<file path="config.mk">
export PLATFORM = sky130hd
export DESIGN_NAME = dbus_uart_tx
export DESIGN_NICKNAME = d
export VERILOG_FILES = /design/src/rtl/dbus_uart_pkg.sv /design/src/rtl/byte_fifo.sv /design/src/rtl/dbus_uart_tx.sv
export SDC_FILE = /design/constraint.sdc
export NUM_CORES = 1
export LEC_CHECK = 0
export BUFFER_PORTS_ARGS = -buffer_cell sky130_fd_sc_hd__buf_2
export CORE_UTILIZATION = 58
export CTS_CLUSTER_SIZE = 16
export DETAILED_ROUTE_END_ITERATION = 12
export PLACE_DENSITY = 0.88
export SYNTH_ARGS = -nofsm -noshare
export SYNTH_HDL_FRONTEND = slang
export SYNTH_SLANG_ARGS = --single-unit
</file>
<file path="constraint.sdc">
create_clock -name clk -period 4.1 [get_ports clk]
set_clock_uncertainty 0.2 [all_clocks]
set_input_delay 0.615 -clock clk [delete_from_list [all_inputs] [get_ports clk]]
set_output_delay 0.615 -clock clk [all_outputs]
set_load 0.05 [all_outputs]
</file>
<file path="src/rtl/dbus_uart_pkg.sv">
// Shared constants for the data-bus UART transmitter:
// register offsets, status bit positions, FSM encoding.
package dbus_uart_pkg;

    localparam int DIV_W = 16;

    localparam logic [1:0] OFF_TXDATA  = 2'd0;
    localparam logic [1:0] OFF_STATUS  = 2'd1;
    localparam logic [1:0] OFF_DIVISOR = 2'd2;

    localparam int ST_EMPTY     = 0;
    localparam int ST_FULL      = 1;
    localparam int ST_ACTIVE    = 2;
    localparam int ST_OVERRUN   = 3;
    localparam int ST_COUNT_LSB = 4;

    typedef enum logic [1:0] {
        TX_IDLE,
        TX_START,
        TX_DATA,
        TX_STOP
    } tx_state_e;

endpackage

</file>
<file path="src/rtl/byte_fifo.sv">
// Small circular transmit FIFO. A pop and a push on the
// same edge are both honoured even when full.
module byte_fifo #(
    parameter int DEPTH = 4,
    parameter int WIDTH = 8,
    localparam int AW = $clog2(DEPTH),
    localparam int CW = AW + 1
) (
    input  logic             clk,
    input  logic             reset,
    input  logic             push,
    input  logic             pop,
    input  logic [WIDTH-1:0] din,
    output logic [WIDTH-1:0] dout,
    output logic             full,
    output logic             empty,
    output logic [CW-1:0]    count
);

    logic [WIDTH-1:0] mem_q [DEPTH];
    logic [WIDTH-1:0] mem_d [DEPTH];
    logic [AW-1:0]    rd_ptr_q, rd_ptr_d;
    logic [AW-1:0]    wr_ptr_q, wr_ptr_d;
    logic [CW-1:0]    count_q, count_d;
    logic             do_pop;
    logic             do_push;

    assign full  = (count_q == CW'(DEPTH));
    assign empty = (count_q == '0);
    assign count = count_q;
    assign dout  = mem_q[rd_ptr_q];

    // Qualify requests and compute next pointers, count and storage.
    always_comb begin
        mem_d    = mem_q;
        rd_ptr_d = rd_ptr_q;
        wr_ptr_d = wr_ptr_q;
        count_d  = count_q;
        do_pop   = pop && !empty;
        do_push  = push && (!full || do_pop);
        if (do_push) begin
            mem_d[wr_ptr_q] = din;
            wr_ptr_d = wr_ptr_q + 1'b1;
        end
        if (do_pop) begin
            rd_ptr_d = rd_ptr_q + 1'b1;
        end
        if (do_push && !do_pop) begin
            count_d = count_q + CW'(1);
        end else if (do_pop && !do_push) begin
            count_d = count_q - CW'(1);
        end
    end

    // FIFO state registers; reset discards all contents.
    always_ff @(posedge clk or posedge reset) begin
        if (reset) begin
            for (int i = 0; i < DEPTH; i++) begin
                mem_q[i] <= '0;
            end
            rd_ptr_q <= '0;
            wr_ptr_q <= '0;
            count_q  <= '0;
        end else begin
            mem_q    <= mem_d;
            rd_ptr_q <= rd_ptr_d;
            wr_ptr_q <= wr_ptr_d;
            count_q  <= count_d;
        end
    end

endmodule

</file>
<file path="src/rtl/dbus_uart_tx.sv">
// Data-bus mapped 8N1 UART transmitter: address decode,
// registers, transmit FIFO and serializer FSM.
module dbus_uart_tx
    import dbus_uart_pkg::*;
#(
    parameter int                        DATA_WIDTH     = 32,
    parameter int                        DATA_BUS_WIDTH = 17,
    parameter logic [DATA_BUS_WIDTH-1:0] BASE_ADDR      = 17'h1FF00,
    parameter int                        FIFO_DEPTH     = 4,
    parameter int                        DEFAULT_DIV    = 868
) (
    input  logic                      clk,
    input  logic                      reset,
    input  logic                      dmemread,
    input  logic                      dmemwrite,
    input  logic [DATA_BUS_WIDTH-1:0] dadr,
    input  logic [DATA_WIDTH-1:0]     dmemwd,
    output logic                      sel,
    output logic [DATA_WIDTH-1:0]     dmemrd,
    output logic                      txd,
    output logic                      busy
);

    localparam int CW = $clog2(FIFO_DEPTH) + 1;

    logic [1:0]       off;
    logic             push_req;
    logic             wr_div;
    logic             rd_stat;
    logic             fifo_pop;
    logic             fifo_full;
    logic             fifo_empty;
    logic [7:0]       fifo_dout;
    logic [CW-1:0]    fifo_count;
    logic [7:0]       status;
    logic             tx_active;
    logic             unused_bits;

    tx_state_e        state_q, state_d;
    logic [DIV_W-1:0] cnt_q, cnt_d;
    logic [DIV_W-1:0] fdiv_q, fdiv_d;
    logic [DIV_W-1:0] div_q, div_d;
    logic [2:0]       idx_q, idx_d;
    logic [7:0]       shift_q, shift_d;
    logic             ovr_q, ovr_d;

    assign unused_bits = ^{dadr[1:0], dmemwd[DATA_WIDTH-1:DIV_W]};

    assign sel = (dadr[DATA_BUS_WIDTH-1:4] == BASE_ADDR[DATA_BUS_WIDTH-1:4]);
    assign off = dadr[3:2];

    assign push_req  = sel && dmemwrite && (off == OFF_TXDATA);
    assign wr_div    = sel && dmemwrite && (off == OFF_DIVISOR);
    assign rd_stat   = sel && dmemread && (off == OFF_STATUS);
    assign tx_active = (state_q != TX_IDLE);
    assign busy      = !fifo_empty || tx_active;

    byte_fifo #(
        .DEPTH (FIFO_DEPTH),
        .WIDTH (8)
    ) u_fifo (
        .clk   (clk),
        .reset (reset),
        .push  (push_req),
        .pop   (fifo_pop),
        .din   (dmemwd[7:0]),
        .dout  (fifo_dout),
        .full  (fifo_full),
        .empty (fifo_empty),
        .count (fifo_count)
    );

    // Assemble the status byte.
    always_comb begin
        status = '0;
        status[ST_EMPTY]   = fifo_empty;
        status[ST_FULL]    = fifo_full;
        status[ST_ACTIVE]  = tx_active;
        status[ST_OVERRUN] = ovr_q;
        status[ST_COUNT_LSB +: 4] = 4'(fifo_count);
    end

    // Zero-latency read mux; unmapped or idle reads return 0.
    always_comb begin
        dmemrd = '0;
        if (sel && dmemread) begin
            case (off)
                OFF_STATUS:  dmemrd[7:0] = status;
                OFF_DIVISOR: dmemrd[DIV_W-1:0] = div_q;
                default:     dmemrd = '0;
            endcase
        end
    end

    // Divisor and sticky overrun updates; an overrun set beats a clear.
    always_comb begin
        div_d = div_q;
        ovr_d = ovr_q;
        if (wr_div) begin
            if (dmemwd[DIV_W-1:0] == '0) begin
                div_d = DIV_W'(1);
            end else begin
                div_d = dmemwd[DIV_W-1:0];
            end
        end
        if (rd_stat) begin
            ovr_d = 1'b0;
        end
        if (push_req && fifo_full && !fifo_pop) begin
            ovr_d = 1'b1;
        end
    end

    // Transmitter next state: bit timing, shifting and FIFO pops.
    always_comb begin
        state_d  = state_q;
        cnt_d    = cnt_q;
        fdiv_d   = fdiv_q;
        idx_d    = idx_q;
        shift_d  = shift_q;
        fifo_pop = 1'b0;
        unique case (state_q)
            TX_IDLE: begin
                if (!fifo_empty) begin
                    fifo_pop = 1'b1;
                    shift_d  = fifo_dout;
                    fdiv_d   = div_q;
                    cnt_d    = div_q - DIV_W'(1);
                    state_d  = TX_START;
                end
            end
            TX_START: begin
                if (cnt_q == '0) begin
                    idx_d   = 3'd0;
                    cnt_d   = fdiv_q - DIV_W'(1);
                    state_d = TX_DATA;
                end else begin
                    cnt_d = cnt_q - DIV_W'(1);
                end
            end
            TX_DATA: begin
                if (cnt_q == '0) begin
                    cnt_d   = fdiv_q - DIV_W'(1);
                    shift_d = shift_q >> 1;
                    if (idx_q == 3'd7) begin
                        state_d = TX_STOP;
                    end else begin
                        idx_d = idx_q + 3'd1;
                    end
                end else begin
                    cnt_d = cnt_q - DIV_W'(1);
                end
            end
            TX_STOP: begin
                if (cnt_q == '0) begin
                    if (!fifo_empty) begin
                        fifo_pop = 1'b1;
                        shift_d  = fifo_dout;
                        fdiv_d   = div_q;
                        cnt_d    = div_q - DIV_W'(1);
                        state_d  = TX_START;
                    end else begin
                        state_d = TX_IDLE;
                    end
                end else begin
                    cnt_d = cnt_q - DIV_W'(1);
                end
            end
            default: state_d = TX_IDLE;
        endcase
    end

    // Line level follows the current bit; idle and stop are high.
    always_comb begin
        txd = 1'b1;
        unique case (state_q)
            TX_START: txd = 1'b0;
            TX_DATA:  txd = shift_q[0];
            default:  txd = 1'b1;
        endcase
    end

    // State registers for the FSM and the bus-visible registers.
    always_ff @(posedge clk or posedge reset) begin
        if (reset) begin
            state_q <= TX_IDLE;
            cnt_q   <= '0;
            fdiv_q  <= DIV_W'(DEFAULT_DIV);
            div_q   <= DIV_W'(DEFAULT_DIV);
            idx_q   <= '0;
            shift_q <= '0;
            ovr_q   <= 1'b0;
        end else begin
            state_q <= state_d;
            cnt_q   <= cnt_d;
            fdiv_q  <= fdiv_d;
            div_q   <= div_d;
            idx_q   <= idx_d;
            shift_q <= shift_d;
            ovr_q   <= ovr_d;
        end
    end

endmodule

</file>
# After elaboration in Yosys (flattened, before gate mapping)
# Cells that the tools add are included.
[word_totals] out_inout_bits=35 in_bits=53 ff_bits=101 elab_cells=116
[op_classes] n_addsub=8 n_reduce_logical=35 n_eq_ne=14 n_mux=40 bitwise=2 magnitude_cmp=3
[ops] cell="16-bit two-way mux" count=7
[ops] cell="8-bit two-way mux" count=7
[ops] cell="16-bit case mux with 3 select lines" count=1
[ops] cell="16-bit by 1-bit subtractor with 16-bit output, second input constant" count=3
[ops] cell="32-bit bitwise mux" count=1
[ops] cell="16-bit logical NOT" count=2
[ops] cell="16-bit case mux with 2 select lines" count=1
[ops] cell="8-bit case mux with 3 select lines" count=1
[ops] cell="8-bit binary-select mux with 2-bit select" count=1
[ops] cell="8-bit demux with 2-bit select" count=1
[ops] cell="8-bit case mux with 2 select lines" count=1
[ops] cell="3-bit two-way mux" count=5
[ops] cell="13-bit equality test, second input constant" count=1
[ops] cell="1-bit logical AND" count=12
[ops] cell="2-bit != test, second input constant" count=6
[ops] cell="2-bit two-way mux" count=5
[ops] cell="2-bit nonzero test" count=5
[ops] cell="2-bit case mux with 4 select lines" count=1
[ops] cell="3-bit by 1-bit adder with 3-bit output, second input constant" count=2
[ops] cell="2-bit equality test, second input constant" count=3
[ops] cell="3-bit equality test, second input constant" count=2
[ops] cell="3-bit greater-or-equal comparator, second input constant" count=2
[ops] cell="2-bit inverter with 3-bit output" count=2
[ops] cell="3-bit case mux with 2 select lines" count=1
[ops] cell="16 further kinds" count=29

# Depth between registers and ports, before layout
# Gate-level depths: netlist of the first run.
[logic_depth] word_depth=11 depth_mapped=14

# Cells and area by module
# From an unflattened synthesis of the first run, not the netlist that was laid out.
[hier_totals] hier_cells=540 area_unflattened_um2=6038.3
[modules_own_cells] module="dbus_uart_tx" cells_per_inst=426 area_per_inst_um2=4240.3 seq_area_each_um2=1564.0 n_inst=1
[modules_own_cells] module="byte_fifo" cells_per_inst=114 area_per_inst_um2=1798.0 seq_area_each_um2=975.9 n_inst=1

# Worst setup path before layout of the first run
# OpenSTA, ideal clock, no wires.
[synth_timing] path_type="in2out" startpoint="input port dadr[5]" endpoint="output port dmemrd[0]" t_arrival_ns=3.464 path_buffers=0 path_stages=4 setup_slack_ns=-0.179 path_cell_list="or4_1 > nor4_2 > nand3_1 > nor2_1"
[synth_via] elab_chain_cells=3
[synth_lines] item="start: declaration" line="dbus_uart_tx.sv:16" text="input logic [DATA_BUS_WIDTH-1:0] dadr,"
[synth_lines] item="13-bit equality test" line="dbus_uart_tx.sv:49" text="assign sel = (dadr[DATA_BUS_WIDTH-1:4] == BASE_ADDR[DATA_BUS_WIDTH-1:4]);"
[synth_lines] item="named net sel" line="dbus_uart_tx.sv:18" text="output logic sel,"
[synth_lines] item="1-bit logical AND" line="dbus_uart_tx.sv:86" text="if (sel && dmemread) begin"
[synth_lines] item="16-bit two-way mux" line="dbus_uart_tx.sv:86"
[synth_lines] item="end: declaration" line="dbus_uart_tx.sv:19" text="output logic [DATA_WIDTH-1:0] dmemrd,"
# The timed path passes the listed nets, and every way through them passes these cells.

# Final worst setup path of the first run
[layout_timing] startpoint="register cnt_q[0]" endpoint="register u_fifo.count_q[1] (netlist: u_fifo.count[1])"
[layout_via] elab_cells_between_ends=12 classes_between="mux (3); reduce/logical (9)"
[layout_rtl] item="start: declaration" line="dbus_uart_tx.sv:40" text="logic [DIV_W-1:0] cnt_q, cnt_d;"
[layout_rtl] item="start signal: assignment" line="dbus_uart_tx.sv:195" text="cnt_q <= cnt_d;"
[layout_rtl] item="16-bit logical NOT (*)" line="dbus_uart_tx.sv:155" text="if (cnt_q == '0) begin"
[layout_rtl] item="1-bit two-way mux (*)" line="dbus_uart_tx.sv:155"
[layout_rtl] item="1-bit case mux with 2 select lines (*)" line="dbus_uart_tx.sv:122" text="unique case (state_q)"
[layout_rtl] item="1-bit logical AND (*)" line="byte_fifo.sv:39" text="do_pop = pop && !empty;"
[layout_rtl] item="1-bit logical OR" line="byte_fifo.sv:40" text="do_push = push && (!full || do_pop);"
[layout_rtl] item="1-bit logical AND" line="byte_fifo.sv:40"
[layout_rtl] item="1-bit logical AND (*)" line="byte_fifo.sv:48" text="if (do_push && !do_pop) begin"
[layout_rtl] item="3-bit two-way mux (*)" line="byte_fifo.sv:48"
[layout_rtl] item="named net u_fifo.count_d[1]" line="byte_fifo.sv:24" text="logic [CW-1:0] count_q, count_d;"
[layout_rtl] item="end signal: assignment" line="byte_fifo.sv:68" text="count_q <= count_d;"
[layout_rtl] item="end: declaration" line="byte_fifo.sv:24"
# Mark *: on every way through the listed nets, which the timed path passes. The rest lies on a longest branch.
# A chain may end at the register's enable or synchronous reset.

==> impl_results.rst, run 1 <==
.. list-table::
   :header-rows: 1

   * - Metric
     - Value
   * - Result of the run
     - finished clean
   * - Sum of overflow across all layers after global routing
     - 0
   * - Overall routed net length
     - 15.0 mm
   * - TritonCTS clock tree
     - built
   * - Number of antenna violations at the first check in global routing
     - 0
   * - Number of gates given a new drive strength after cts
     - 0
   * - Number of distinct standard cells referenced by the synthesized netlist
     - 69
   * - Die width
     - 106 um
   * - Ordered list of cells on the worst path
     - inv_1 -> ha_1 -> or4b_1 -> nor4_4 -> a21oi_2 -> nor3_1 -> buf_4 -> inv_1 -> ha_1 -> inv_1 -> fa_1 -> mux2_2
   * - Startpoint class of the critical path
     - flip-flop
   * - Via count of the first global-routing pass
     - 5,022
   * - Actual slew at the worst max-slew pin
     - 1020 ps
   * - Total net switching power
     - 0.00172 W
   * - Achievable Freq
     - 0.279 GHz
   * - Utilization after layout
     - 64.8%
   * - Share of the cycle needed by the critical path after routing
     - 87.4%
   * - Post-route setup TNS
     - 0 ps
   * - Crit path max-delay cell type
     - sky130_fd_sc_hd__or4b_1
   * - Synth top area share
     - 36.5%
   * - Pre-antenna DRT Iters
     - 5
   * - Number of synthesized flops with an enable pin
     - 0
   * - Diodes inserted
     - 0
   * - Final critical path time including I/O delays and setup
     - 3580 ps
   * - Number of hold violations in the final report
     - 0
   * - Endpoint kind of the worst setup timing path
     - flip-flop
   * - Yosys Warn Count
     - 0
   * - Crit path setup slack, layout
     - 518 ps
   * - Clock network fraction of design power
     - 17.5%
   * - Cts hold-fix bufs
     - 0
   * - Number of placement rows
     - 37
   * - Sequential group share of total power
     - 34.1%
   * - Via density per instance
     - 6.34
   * - R2R setup slack
     - 520 ps
   * - Clock buffers created by TritonCTS
     - 9
   * - GPL Wtd Cong
     - 0.888
   * - Starting density of the core
     - 60.1%
   * - Buffers on Ports
     - 53
   * - Combinational group share of total power
     - 48.4%
   * - Number of maximum-capacitance violations
     - 0
   * - Clock Latency Late Sink
     - 390 ps
   * - Number of register bits inferred by synthesis
     - 101
   * - Power density relative to cell area
     - 568 mW/mm2
   * - Worst EP arrival
     - 3660 ps
   * - Cell leakage power
     - 3.18 nW
   * - Post-synthesis async set-or-reset flop share
     - 100%
   * - Number of H-tree levels
     - 3
   * - Number of nets in the layout
     - 719
   * - Cell occurring most often along the worst timing path
     - sky130_fd_sc_hd__inv_1
   * - Netlist area before placement
     - 0.00623 mm2
   * - Number of inserted filler cells in the final layout
     - 770
   * - Detailed placement HPWL
     - 10.6 mm
   * - Clock Sinks
     - 101
   * - Fraction of layout instances using a drive strength above 1
     - 26.7%
   * - Library cell with the largest summed area after synthesis
     - sky130_fd_sc_hd__dfrtp_1
   * - Worst Setup Slack post-DPL
     - 593 ps
   * - Mean Syn Cell Area
     - 10.2 um2
   * - Switching power as a share of total power
     - 45.0%
   * - Primary flip-flop cell chosen by synthesis mapping
     - sky130_fd_sc_hd__dfrtp_1
   * - WS Path Type
     - reg2reg
   * - Height of the die
     - 106 um
   * - Crit-path max FO
     - 6
   * - Post-detailed-route DRC marker count
     - 0
   * - Wire length of the first global-routing pass
     - 25.1 mm
   * - Number of max-slew violations in the final report
     - 0
   * - CTS max path bufs
     - 2
   * - Wire length per cell
     - 19.1 um
   * - Clock-pin slew reported for the worst setup and hold paths after clock tree synthesis
     - 100 ps
   * - Inst Count DP
     - 771
   * - Setup repair after global routing missed its margin
     - no
   * - Biggest cell delay along the critical path
     - 590 ps
   * - Combined buffer and inverter count along the critical path
     - 4
   * - Overall die area
     - 0.0112 mm2
   * - Via count
     - 4,990
   * - Root buffer selected by CTS
     - sky130_fd_sc_hd__clkbuf_8
   * - Synthesis-to-finish area growth
     - 7.85%
   * - Count of nets left with antenna violations after detail routing
     - 0
   * - Worst hold-check path type
     - in2async
   * - Finish-stage setup viols
     - 0
   * - Number of standard cells after synthesis
     - 609
   * - Headroom to the max-slew limit
     - 30.9%
   * - Int Pwr
     - 0.00210 W
   * - Main area contributors after synthesis
     - sky130_fd_sc_hd__dfrtp_1 37%, sky130_fd_sc_hd__mux2_2 9.9%, sky130_fd_sc_hd__dfstp_2 4.2%
   * - Area of the placeable core
     - 0.0104 mm2
   * - Crit path required time
     - 4180 ps
   * - I/O pin count
     - 88
   * - Layout Cells excl Fill
     - 787
   * - # Post-CTS Setup Buffers
     - 0
   * - Worst vdd rail ir drop
     - 0.316 mV
   * - Initial drt markers
     - 520
   * - Pin count of the biggest net entering global routing
     - 60
   * - All-layer global routing usage
     - 28.7%
   * - Sequential fraction of the synthesis area
     - 40.8%
   * - Cell family with the largest share of critical-path delay
     - simple AND/OR/NAND/NOR gates
-- state kept, by name (all words and copies together) (netlist names) --
register and cells:
cnt_q 16, div_q 16, fdiv_q 16, idx_q 3, ovr_q 1, shift_q 8, state_q 2, u_fifo.count 3
u_fifo.mem_q 32, u_fifo.rd_ptr_q 2, u_fifo.wr_ptr_q 2
-- Yosys cell counts, drive strengths merged, types with 2 or more instances --
| cell type | number |
|---|---|
| o21ai | 41 |
| nor4 | 13 |
| o221ai | 2 |
| a311oi | 2 |
| dfstp | 10 |
| a21oi | 28 |
| ha | 19 |
| mux2 | 62 |
| a211oi | 6 |
| nor2 | 44 |
| a22o | 5 |
| nand2b | 3 |
| nand2 | 43 |
| nand3 | 9 |
| o21a | 3 |
| nand3b | 2 |
| o21bai | 2 |
| nor3 | 18 |
| inv | 19 |
| mux4 | 8 |
| nand4b | 2 |
| dfrtp | 91 |
| xnor2 | 16 |
| or4 | 9 |
| mux2i | 12 |
| a22oi | 12 |
| o32ai | 3 |
| xor2 | 18 |
| clkbuf | 26 |
| and2 | 10 |
| a31oi | 4 |
| or3 | 13 |
| o22a | 2 |
| nand4 | 2 |
| or4b | 4 |
| and3 | 3 |
| buf | 23 |
| or2 | 5 |
-- layout by cell type, fill, tap and decap left out, drive strengths merged, types with 2 or more instances in the layout --
master    instances
dfrtp            91
mux2             62
buf              60
nor2             44
nand2            43
o21ai            41
a21oi            28
inv              21
ha               19
xor2             18
nor3             18
xnor2            16
conb             16
or3              13
nor4             13
a22oi            12
mux2i            12
and2             10
dfstp            10
clkbuf           10
nand3             9
or4               9
mux4              8
a211oi            6
a22o              5
or2               5
a31oi             4
or4b              4
nand2b            3
o21a              3
o32ai             3
and3              3
clkinvlp          3
nand4             2
o221ai            2
o22a              2
o21bai            2
nand3b            2
a311oi            2
nand4b            2
-- per-stage QoR --
step                      instance area [um2]  power, W  hold slack, ps
after CTS                                6720   0.00376             183
after detailed placement                 6520   0.00310             270
final                                    6720   0.00382             141
after global routing                     6720   0.00402             222
after floorplan                          6300   0.00272             249
after global placement                   6520   0.00301             260
-- final cells by class --
class	count	area (um2)	area share [%]
clock buffer	10	128	1.90
clock inverter	6	72.6	1.08
inverter	19	73.8	1.10
multi-input combinational	455	3420	50.9
sequential	101	2540	37.8
tap	136	170	2.53
timing repair buffer	60	318	4.73
-- power groups by stage --
stage | Clock, W | Sequential, W | Combinational [W]
3_5_place_dp | 0 | 0.00131 | 0.00179
4_1_cts | 0.000665 | 0.00130 | 0.00180
6_report | 0.000666 | 0.00130 | 0.00185
3_3_place_gp | 0 | 0.00130 | 0.00171
5_1_grt | 0.000702 | 0.00132 | 0.00200
2_1_floorplan | 0 | 0.00123 | 0.00150
-- cells by family after synthesis --
group,Yosys count,synth area share [%]
compound gates,119,12.3
xor+xnor,34,4.78
fa+ha+maj,20,4.14
buf+inv,68,5.50
flops,101,40.8
mux,82,16.4
other cells,1,0.0602
simple gates,184,16.0
-- worst reg2reg max path, cell delays in order, from the launching register on --
cell                      delay [ps]
sky130_fd_sc_hd__dfrtp_1         420
sky130_fd_sc_hd__inv_1           110
sky130_fd_sc_hd__ha_1            190
sky130_fd_sc_hd__or4b_1          590
sky130_fd_sc_hd__nor4_4          390
sky130_fd_sc_hd__a21oi_2         170
sky130_fd_sc_hd__nor3_1          230
sky130_fd_sc_hd__buf_4           170
sky130_fd_sc_hd__inv_1            50
sky130_fd_sc_hd__ha_1            190
sky130_fd_sc_hd__inv_1            70
sky130_fd_sc_hd__fa_1            420
sky130_fd_sc_hd__mux2_2          290
-- worst paths after layout --
kind,start,end,cells past startpoint
worst max-delay path,cnt_q[0],u_fifo.count[1],12
worst min-delay path,reset,idx_q[1],2
worst max register to register,cnt_q[0],u_fifo.count[1],12
worst min register to register,ovr_q,ovr_q,2
max in group asynchronous,reset,div_q[6],3
min in group clk,dmemwd[10],div_q[10],2
-- layer usage --
layer | up-vias | track usage [%] | wire [um]
li1 | 2232 | - | -
met1 | 2457 | 36.9 | 6090
met2 | 260 | 48.1 | 7360
met3 | 41 | 4.02 | 1110
met4 | 0 | 13.5 | 450
met5 | - | 0 | 0
Power figures use the tool's default switching activity.
==> run 2: changes to the inputs <==
Settings changed: ABC_AREA set to 1, CORE_UTILIZATION 58 to 59.
==> run 2 against run 1 <==
First-iteration DRC count grew 9.8%. Critical path type unchanged. Synthesized area increased by 6.5%. Final cell count rose by 43%. Critical endpoint unchanged. Fmax rose by 17%.
==> impl_results.rst, run 2 <==
.. list-table::
   :header-rows: 1

   * - Metric
     - Value
   * - Crit path required time
     - 4170 ps (about the same)
   * - Detailed placement HPWL
     - 11.5 mm (+8.5%)
   * - Library cell with the largest summed area after synthesis
     - sky130_fd_sc_hd__dfrtp_1
   * - Number of H-tree levels
     - 3 (unchanged)
   * - Clock Sinks
     - 101 (unchanged)
   * - Number of antenna violations at the first check in global routing
     - 0 (unchanged)
   * - Ordered list of cells on the worst path
     - inv_1 -> ha_1 -> nand3_1 -> nor2_2 -> nand3_2 -> o21ai_4 -> nand2_4 -> a21oi_1 -> ha_1 -> inv_1 -> fa_1 -> mux2_2
   * - Biggest cell delay along the critical path
     - 430 ps (-160 ps)
   * - Initial drt markers
     - 571 (+9.8%)
   * - Via count of the first global-routing pass
     - 5,520 (+9.9%)
   * - Number of nets in the layout
     - 1,052 (+46%)
   * - Inst Count DP
     - 1,108 (+44%)
   * - Buffers on Ports
     - 53 (unchanged)
   * - Combined buffer and inverter count along the critical path
     - 2 (-2)
   * - Most frequent cells after synthesis
     - 315 x sky130_fd_sc_hd__nand2_1, 94 x sky130_fd_sc_hd__inv_1, 91 x sky130_fd_sc_hd__dfrtp_1
   * - Achievable Freq
     - 0.327 GHz (+17%)
   * - Largest register by flop count
     - u_fifo.mem_q
   * - Final critical path time including I/O delays and setup
     - 3060 ps (-523 ps)
   * - Via count
     - 6,264 (+26%)
   * - Clock buffers created by TritonCTS
     - 9 (unchanged)
   * - # Post-CTS Setup Buffers
     - 0 (unchanged)
   * - WS Path Type
     - reg2reg
   * - Number of distinct standard cells referenced by the synthesized netlist
     - 44 (-36%)
   * - Sequential fraction of the synthesis area
     - 38.3% (-2.5 points)
   * - Cell leakage power
     - 3.62 nW (+14%)
   * - Power density relative to cell area
     - 243 mW/mm2 (-57%)
   * - Number of max-slew violations in the final report
     - 0 (unchanged)
   * - Worst hold-check path type
     - in2async
   * - Main area contributors after synthesis
     - sky130_fd_sc_hd__dfrtp_1 34%, sky130_fd_sc_hd__nand2_1 18%, sky130_fd_sc_hd__o21ai_0 5.4%
   * - Flip-flop count of the largest register, all copies and words added
     - 32 (unchanged)
   * - Wire length per cell
     - 14.2 um (-25%)
   * - Pre-antenna DRT Iters
     - 7 (+2)
   * - Number of register bits inferred by synthesis
     - 101 (unchanged)
   * - Layout Cells excl Fill
     - 1,124 (+43%)
   * - Post-synthesis async set-or-reset flop share
     - 100% (unchanged)
   * - Number of gates given a new drive strength after cts
     - 0 (unchanged)
   * - Diodes inserted
     - 0 (unchanged)
   * - All-layer global routing usage
     - 29.1% (+0.32 points)
   * - Number of hold violations in the final report
     - 0 (unchanged)
   * - Post-detailed-route DRC marker count
     - 0 (unchanged)
   * - Clock Latency Late Sink
     - 390 ps (about the same)
   * - Primary flip-flop cell chosen by synthesis mapping
     - sky130_fd_sc_hd__dfrtp_1
   * - Worst EP arrival
     - 3130 ps (-530 ps)
   * - Clock-pin slew reported for the worst setup and hold paths after clock tree synthesis
     - 100 ps (about the same)
   * - Number of standard cells after synthesis
     - 946 (+55%)
   * - Fraction of layout instances using a drive strength above 1
     - 11.0% (-16 points)
   * - Cts hold-fix bufs
     - 0 (unchanged)
   * - Finish-stage setup viols
     - 0 (unchanged)
   * - Worst vdd rail ir drop
     - 0.170 mV (-46%)
   * - Cell family with the largest share of critical-path delay
     - adder cells
   * - Actual slew at the worst max-slew pin
     - 971 ps (-51.5 ps)
   * - Synthesis-to-finish area growth
     - 6.35%
   * - Count of nets left with antenna violations after detail routing
     - 0 (unchanged)
   * - Endpoint kind of the worst setup timing path
     - flip-flop
   * - Number of placement rows
     - 38 (+2.7%)
   * - Startpoint class of the critical path
     - flip-flop
   * - Most common cell after layout, fill and taps aside
     - sky130_fd_sc_hd__nand2_1
   * - Number of synthesized flops with an enable pin
     - 0 (unchanged)
   * - Yosys Warn Count
     - 0 (unchanged)
   * - Height of the die
     - 108 um (+2.3%)
   * - Headroom to the max-slew limit
     - 35.3% (+4.4 points)
   * - Pin count of the biggest net entering global routing
     - 82 (+37%)
   * - Library cell with the highest instance count after synthesis
     - sky130_fd_sc_hd__nand2_1
   * - Wire length of the first global-routing pass
     - 26.4 mm (+5.3%)
   * - I/O pin count
     - 88 (unchanged)
   * - Number of maximum-capacitance violations
     - 0 (unchanged)
   * - Overall routed net length
     - 16.0 mm (+6.5%)
   * - Top library cells by usage in the layout, fill and taps aside
     - 315 x sky130_fd_sc_hd__nand2_1, 93 x sky130_fd_sc_hd__inv_1, 91 x sky130_fd_sc_hd__dfrtp_1
   * - Starting density of the core
     - 61.0% (+0.88 points)
   * - Die width
     - 108 um (+2.3%)
   * - CTS max path bufs
     - 2 (unchanged)
   * - Number of inserted filler cells in the final layout
     - 941 (+22%)
   * - Share of the cycle needed by the critical path after routing
     - 74.6% (-13 points)
   * - GPL Wtd Cong
     - 0.888 (about the same)
   * - Mean Syn Cell Area
     - 7.02 um2 (-31%)
   * - Root buffer selected by CTS
     - sky130_fd_sc_hd__clkbuf_8
   * - Netlist area before placement
     - 0.00664 mm2 (+6.5%)
   * - Sum of overflow across all layers after global routing
     - 0 (unchanged)
   * - Result of the run
     - finished clean
   * - Crit path max-delay cell type
     - sky130_fd_sc_hd__dfrtp_1
   * - Post-route setup TNS
     - 0 ps (unchanged)
   * - Crit-path max FO
     - 11 (+5)
   * - Area of the placeable core
     - 0.0109 mm2 (+5.0%)
   * - Via density per instance
     - 5.57 (-12%)
   * - TritonCTS clock tree
     - built
   * - Overall die area
     - 0.0117 mm2 (+4.6%)
   * - Setup repair after global routing missed its margin
     - no
   * - Synth top area share
     - 34.3% (-2.2 points)
==> run 2: cell count changes after synthesis, moves of 32 or more <==
cell                      previous run  this run
sky130_fd_sc_hd__nand2_1            39       315
sky130_fd_sc_hd__mux2_2             55         1
sky130_fd_sc_hd__inv_1              19        94
sky130_fd_sc_hd__o21ai_0            40        72
sky130_fd_sc_hd__nand4_1             2        41
sky130_fd_sc_hd__nand3_1             9        43
sky130_fd_sc_hd__nor2_1             44        87
==> run 2: layout make-up <==
class / count / area (um2) / share of cell area [%]
clock inverters: 4 / 32.5 / 0.461
inverters: 98 / 370 / 5.25
well taps: 140 / 175 / 2.48
flip-flops and latches: 101 / 2540 / 36.0
multi-input cells: 710 / 3490 / 49.4
clock buffers: 12 / 145 / 2.06
repair buffers: 59 / 310 / 4.40
==> run 2: path summary, 6_finish.rpt <==
check / startpoint / endpoint / slack (ps) / depth (start not counted)
setup / recovery: cnt_q[0] / u_fifo.count[1] / 1040 / 12
hold / removal: reset / shift_q[2] / 260 / 2
setup reg to reg: cnt_q[0] / u_fifo.count[1] / 1040 / 12
hold reg to reg: u_fifo.mem_q[22] / u_fifo.mem_q[22] / 280 / 2
max in group asynchronous: reset / cnt_q[5] / 2690 / 3
min in group clk: dmemwd[8] / div_q[8] / 270 / 3
==> run 2: worst register-to-register path: cells and delay by family, from the launching register on <==
family	cells	cell delay, ps
buffers and inverters	2	180
flip-flops	1	430
adder cells (fa/ha/maj)	3	800
AND/OR/NAND/NOR	4	620
AO/OA/AOI/OAI	2	450
multiplexers	1	260
==> run 2: power by group <==
group | total, W | internal, W | switching [W]
Combinational | 0.000108 | 0.0000236 | 0.0000839
Sequential | 0.00100 | 0.00100 | 0.00000503
Clock | 0.000604 | 0.000242 | 0.000363
Total | 0.00172 | 0.00126 | 0.000452
==> run 2: per-stage QoR <==
step | worst slack (ps) | hold slack (ps) | utilization (%) | power [W] | area, um2
finish | 1040 | 256 | 64.8 | 0.00172 | 7060
global route | 890 | 275 | 64.8 | 0.00177 | 7060
CTS | 1050 | 262 | 64.8 | 0.00172 | 7060
detailed placement | 1090 | 259 | 63.2 | 0.00113 | 6880
global placement | 1120 | 253 | 63.2 | 0.00113 | 6880
floorplan | 263 | 242 | - | 0.00111 | 6700
==> run 2: kinds of logic after synthesis <==
| family | count (synthesis) | share of synthesized area [%] |
|---|---|---|
| and+or+nand+nor | 517 | 33.1 |
| buffers and inverters | 150 | 10.2 |
| AOI/OAI and AO/OA | 136 | 11.7 |
| DFF | 101 | 38.3 |
| adders and majority gates | 20 | 3.88 |
| xor gates and xnor gates | 20 | 2.64 |
| other | 1 | 0.0565 |
| muxes | 1 | 0.170 |
==> run 2: routing by layer <==
metal	wire length (um)	vias to the layer above	track usage [%]
met1	7130	2819	42.2
met2	7110	310	42.8
met3	1390	27	4.22
li1	-	3108	-
met4	364	0	13.4
met5	0	-	0
==> run 3: changes to the inputs <==
Clock period 4.1 ns to 3 ns, I/O delays scaled along.
==> run 3 against run 2 <==
The run now ends with negative hold slack left. Design area grew 2.6%. Combinational power grew 38%. Worst hold slack lost 260 ps. Critical path type unchanged. Critical endpoint is now u_fifo.count[2]. Largest power group unchanged. Highest routed layer unchanged.
==> impl_results.rst, run 3 (synthesized netlist as in run 2, its figures left out) <==
.. list-table::
   :header-rows: 1

   * - Metric
     - Value
   * - Worst vdd rail ir drop
     - 0.273 mV (+60%)
   * - Via density per instance
     - 5.70 (+2.3%)
   * - Fraction of layout instances using a drive strength above 1
     - 12.9% (+1.9 points)
   * - Startpoint class of the critical path
     - flip-flop
   * - Clock Sinks
     - 101 (unchanged)
   * - Largest register by flop count
     - u_fifo.mem_q
   * - Initial drt markers
     - 666 (+17%)
   * - Via count of the first global-routing pass
     - 5,750 (+4.2%)
   * - Sequential group share of total power
     - 55.0% (-3.5 points)
   * - Utilization after layout
     - 66.5% (+1.7 points)
   * - Most common cell after layout, fill and taps aside
     - sky130_fd_sc_hd__nand2_1
   * - Worst Setup Slack post-DPL
     - 198 ps (-891 ps)
   * - Sum of overflow across all layers after global routing
     - 0 (unchanged)
   * - Number of hold violations in the final report
     - 1 (+1)
   * - Buffers on Ports
     - 53 (unchanged)
   * - Number of H-tree levels
     - 3 (unchanged)
   * - Startpoint of the most critical register-to-register path
     - cnt_q[0]
   * - Worst hold-check path type
     - in2async
   * - I/O pin count
     - 88 (unchanged)
   * - Critical path startpoint
     - cnt_q[0]
   * - Int Pwr
     - 0.00189 W (+49%)
   * - Crit path required time
     - 3100 ps (-1070 ps)
   * - GPL Wtd Cong
     - 0.920 (+3.6%)
   * - Cell leakage power
     - 3.71 nW (+2.5%)
   * - Total net switching power
     - 0.000606 W (+34%)
   * - Flip-flop count of the largest register, all copies and words added
     - 32 (unchanged)
   * - Number of antenna violations at the first check in global routing
     - 0 (unchanged)
   * - Wire length of the first global-routing pass
     - 27.1 mm (+2.7%)
   * - Synthesis-to-finish area growth
     - 9.12%
   * - Diodes inserted
     - 0 (unchanged)
   * - Finish-stage setup viols
     - 0 (unchanged)
   * - Headroom to the max-slew limit
     - 58.2% (+23 points)
   * - Setup repair after global routing missed its margin
     - no
   * - Post-route setup TNS
     - 0 ps (unchanged)
   * - WS Path Type
     - reg2reg
   * - Via count
     - 6,475 (+3.4%)
   * - Root buffer selected by CTS
     - sky130_fd_sc_hd__clkbuf_8
   * - R2R setup slack
     - 190 ps (-860 ps)
   * - Result of the run
     - complete, but fails checks
   * - Top library cells by usage in the layout, fill and taps aside
     - 315 x sky130_fd_sc_hd__nand2_1, 93 x sky130_fd_sc_hd__inv_1, 91 x sky130_fd_sc_hd__dfrtp_1
   * - Power density relative to cell area
     - 345 mW/mm2 (+42%)
   * - Clock buffers created by TritonCTS
     - 9 (unchanged)
   * - Detailed placement HPWL
     - 12.1 mm (+5.0%)
   * - Crit-path max FO
     - 4 (-7)
   * - Clock-pin slew reported for the worst setup and hold paths after clock tree synthesis
     - 100 ps (about the same)
   * - Number of placement rows
     - 38 (unchanged)
   * - CTS max path bufs
     - 2 (unchanged)
   * - Post-detailed-route DRC marker count
     - 0 (unchanged)
   * - Inst Count DP
     - 1,120 (+1.1%)
   * - Achievable Freq
     - 0.355 GHz (+8.7%)
   * - Count of nets left with antenna violations after detail routing
     - 0 (unchanged)
   * - Final critical path time including I/O delays and setup
     - 2810 ps (-245 ps)
   * - Crit path max-delay cell type
     - sky130_fd_sc_hd__dfrtp_1
   * - Number of maximum-capacitance violations
     - 0 (unchanged)
   * - Clock Latency Late Sink
     - 380 ps (about the same)
   * - Biggest cell delay along the critical path
     - 420 ps (about the same)
   * - Wire length per cell
     - 14.5 um (+2.0%)
   * - Crit path setup slack, layout
     - 187 ps (-855 ps)
   * - Switching power as a share of total power
     - 24.3% (-2.0 points)
   * - Area of the placeable core
     - 0.0109 mm2 (unchanged)
   * - Layout Cells excl Fill
     - 1,136 (+1.1%)
   * - Overall routed net length
     - 16.5 mm (+3.1%)
   * - Cts hold-fix bufs
     - 0 (unchanged)
   * - Worst EP arrival
     - 2910 ps (-220 ps)
   * - Design Power
     - 0.00250 W (+45%)
   * - Clock network fraction of design power
     - 39.1% (+3.9 points)
   * - Overall die area
     - 0.0117 mm2 (unchanged)
   * - Number of gates given a new drive strength after cts
     - 0 (unchanged)
   * - Height of the die
     - 108 um (unchanged)
   * - Endpoint kind of the worst setup timing path
     - flip-flop
   * - Combinational group share of total power
     - 6.0% (-0.3 points)
   * - All-layer global routing usage
     - 29.8% (+0.75 points)
   * - Hold slack
     - -0.940 ps (-257 ps)
   * - Die width
     - 108 um (unchanged)
   * - # Post-CTS Setup Buffers
     - 0 (unchanged)
   * - Pre-antenna DRT Iters
     - 7 (unchanged)
   * - Violations in the final reports
     - negative hold slack
   * - Ordered list of cells on the worst path
     - inv_1 -> ha_4 -> nand3_1 -> nor2_2 -> nand3_2 -> o21ai_4 -> nand2_4 -> a21oi_1 -> ha_1 -> inv_1 -> fa_1 -> nor2_1 -> nor2_1 -> nand2_1 -> xor2_1
   * - Number of max-slew violations in the final report
     - 0 (unchanged)
   * - Pin count of the biggest net entering global routing
     - 102 (+24%)
   * - Actual slew at the worst max-slew pin
     - 625 ps (-346 ps)
   * - Number of nets in the layout
     - 1,064 (+1.1%)
   * - TritonCTS clock tree
     - built
   * - Share of the cycle needed by the critical path after routing
     - 93.8% (+19 points)
   * - Starting density of the core
     - 61.0% (unchanged)
==> run 3: layout make-up <==
| type | count | area, um2 |
|---|---|---|
| Tap cell | 140 | 175 |
| Inverter | 98 | 372 |
| Clock buffer | 10 | 138 |
| Sequential cell | 101 | 2540 |
| Timing Repair Buffer | 71 | 413 |
| Fill cell | 934 | 3640 |
| Clock inverter | 6 | 86.3 |
| Multi-Input combinational cell | 710 | 3520 |
==> run 3: path summary, 6_finish.rpt <==
path,endpoint,depth (start not counted)
setup / recovery,u_fifo.count[2],15
hold / removal,div_q[11],3
setup reg to reg,u_fifo.count[2],15
hold reg to reg,u_fifo.mem_q[21],2
max in group asynchronous,fdiv_q[5],3
min in group clk,div_q[9],3
==> run 3: critical path, delay by kind of cell, from the launching register on <==
kind,cells,cell delay (ps)
fa+ha+maj,3,700
xor+xnor,1,140
simple gates,7,680
compound gates,2,400
buf+inv,2,210
flops,1,420
==> run 3: routing by layer <==
metal | GRT usage, % | vias up | routed length, um
met3 | 4.34 | 48 | 1430
met5 | 0 | - | 0
li1 | - | 3133 | -
met1 | 41.8 | 2942 | 7150
met2 | 46.0 | 352 | 7410
met4 | 12.9 | 0 | 497
==> run 3: power by group through the flow <==
stage | logic, W | clock network, W | registers [W]
finish | 0.000149 | 0.000975 | 0.00137
global route | 0.000166 | 0.00103 | 0.00137
CTS | 0.000150 | 0.000980 | 0.00137
detailed placement | 0.000150 | 0 | 0.00140
global placement | 0.000147 | 0 | 0.00140
floorplan | 0.000115 | 0 | 0.00140
==> run 3: per-stage QoR <==
step	cell area, um2	hold WS [ps]
after CTS	7230	40.9
after global placement	7010	253
after detailed placement	7010	259
final	7240	-0.940
after floorplan	6730	242
after global routing	7240	63.5
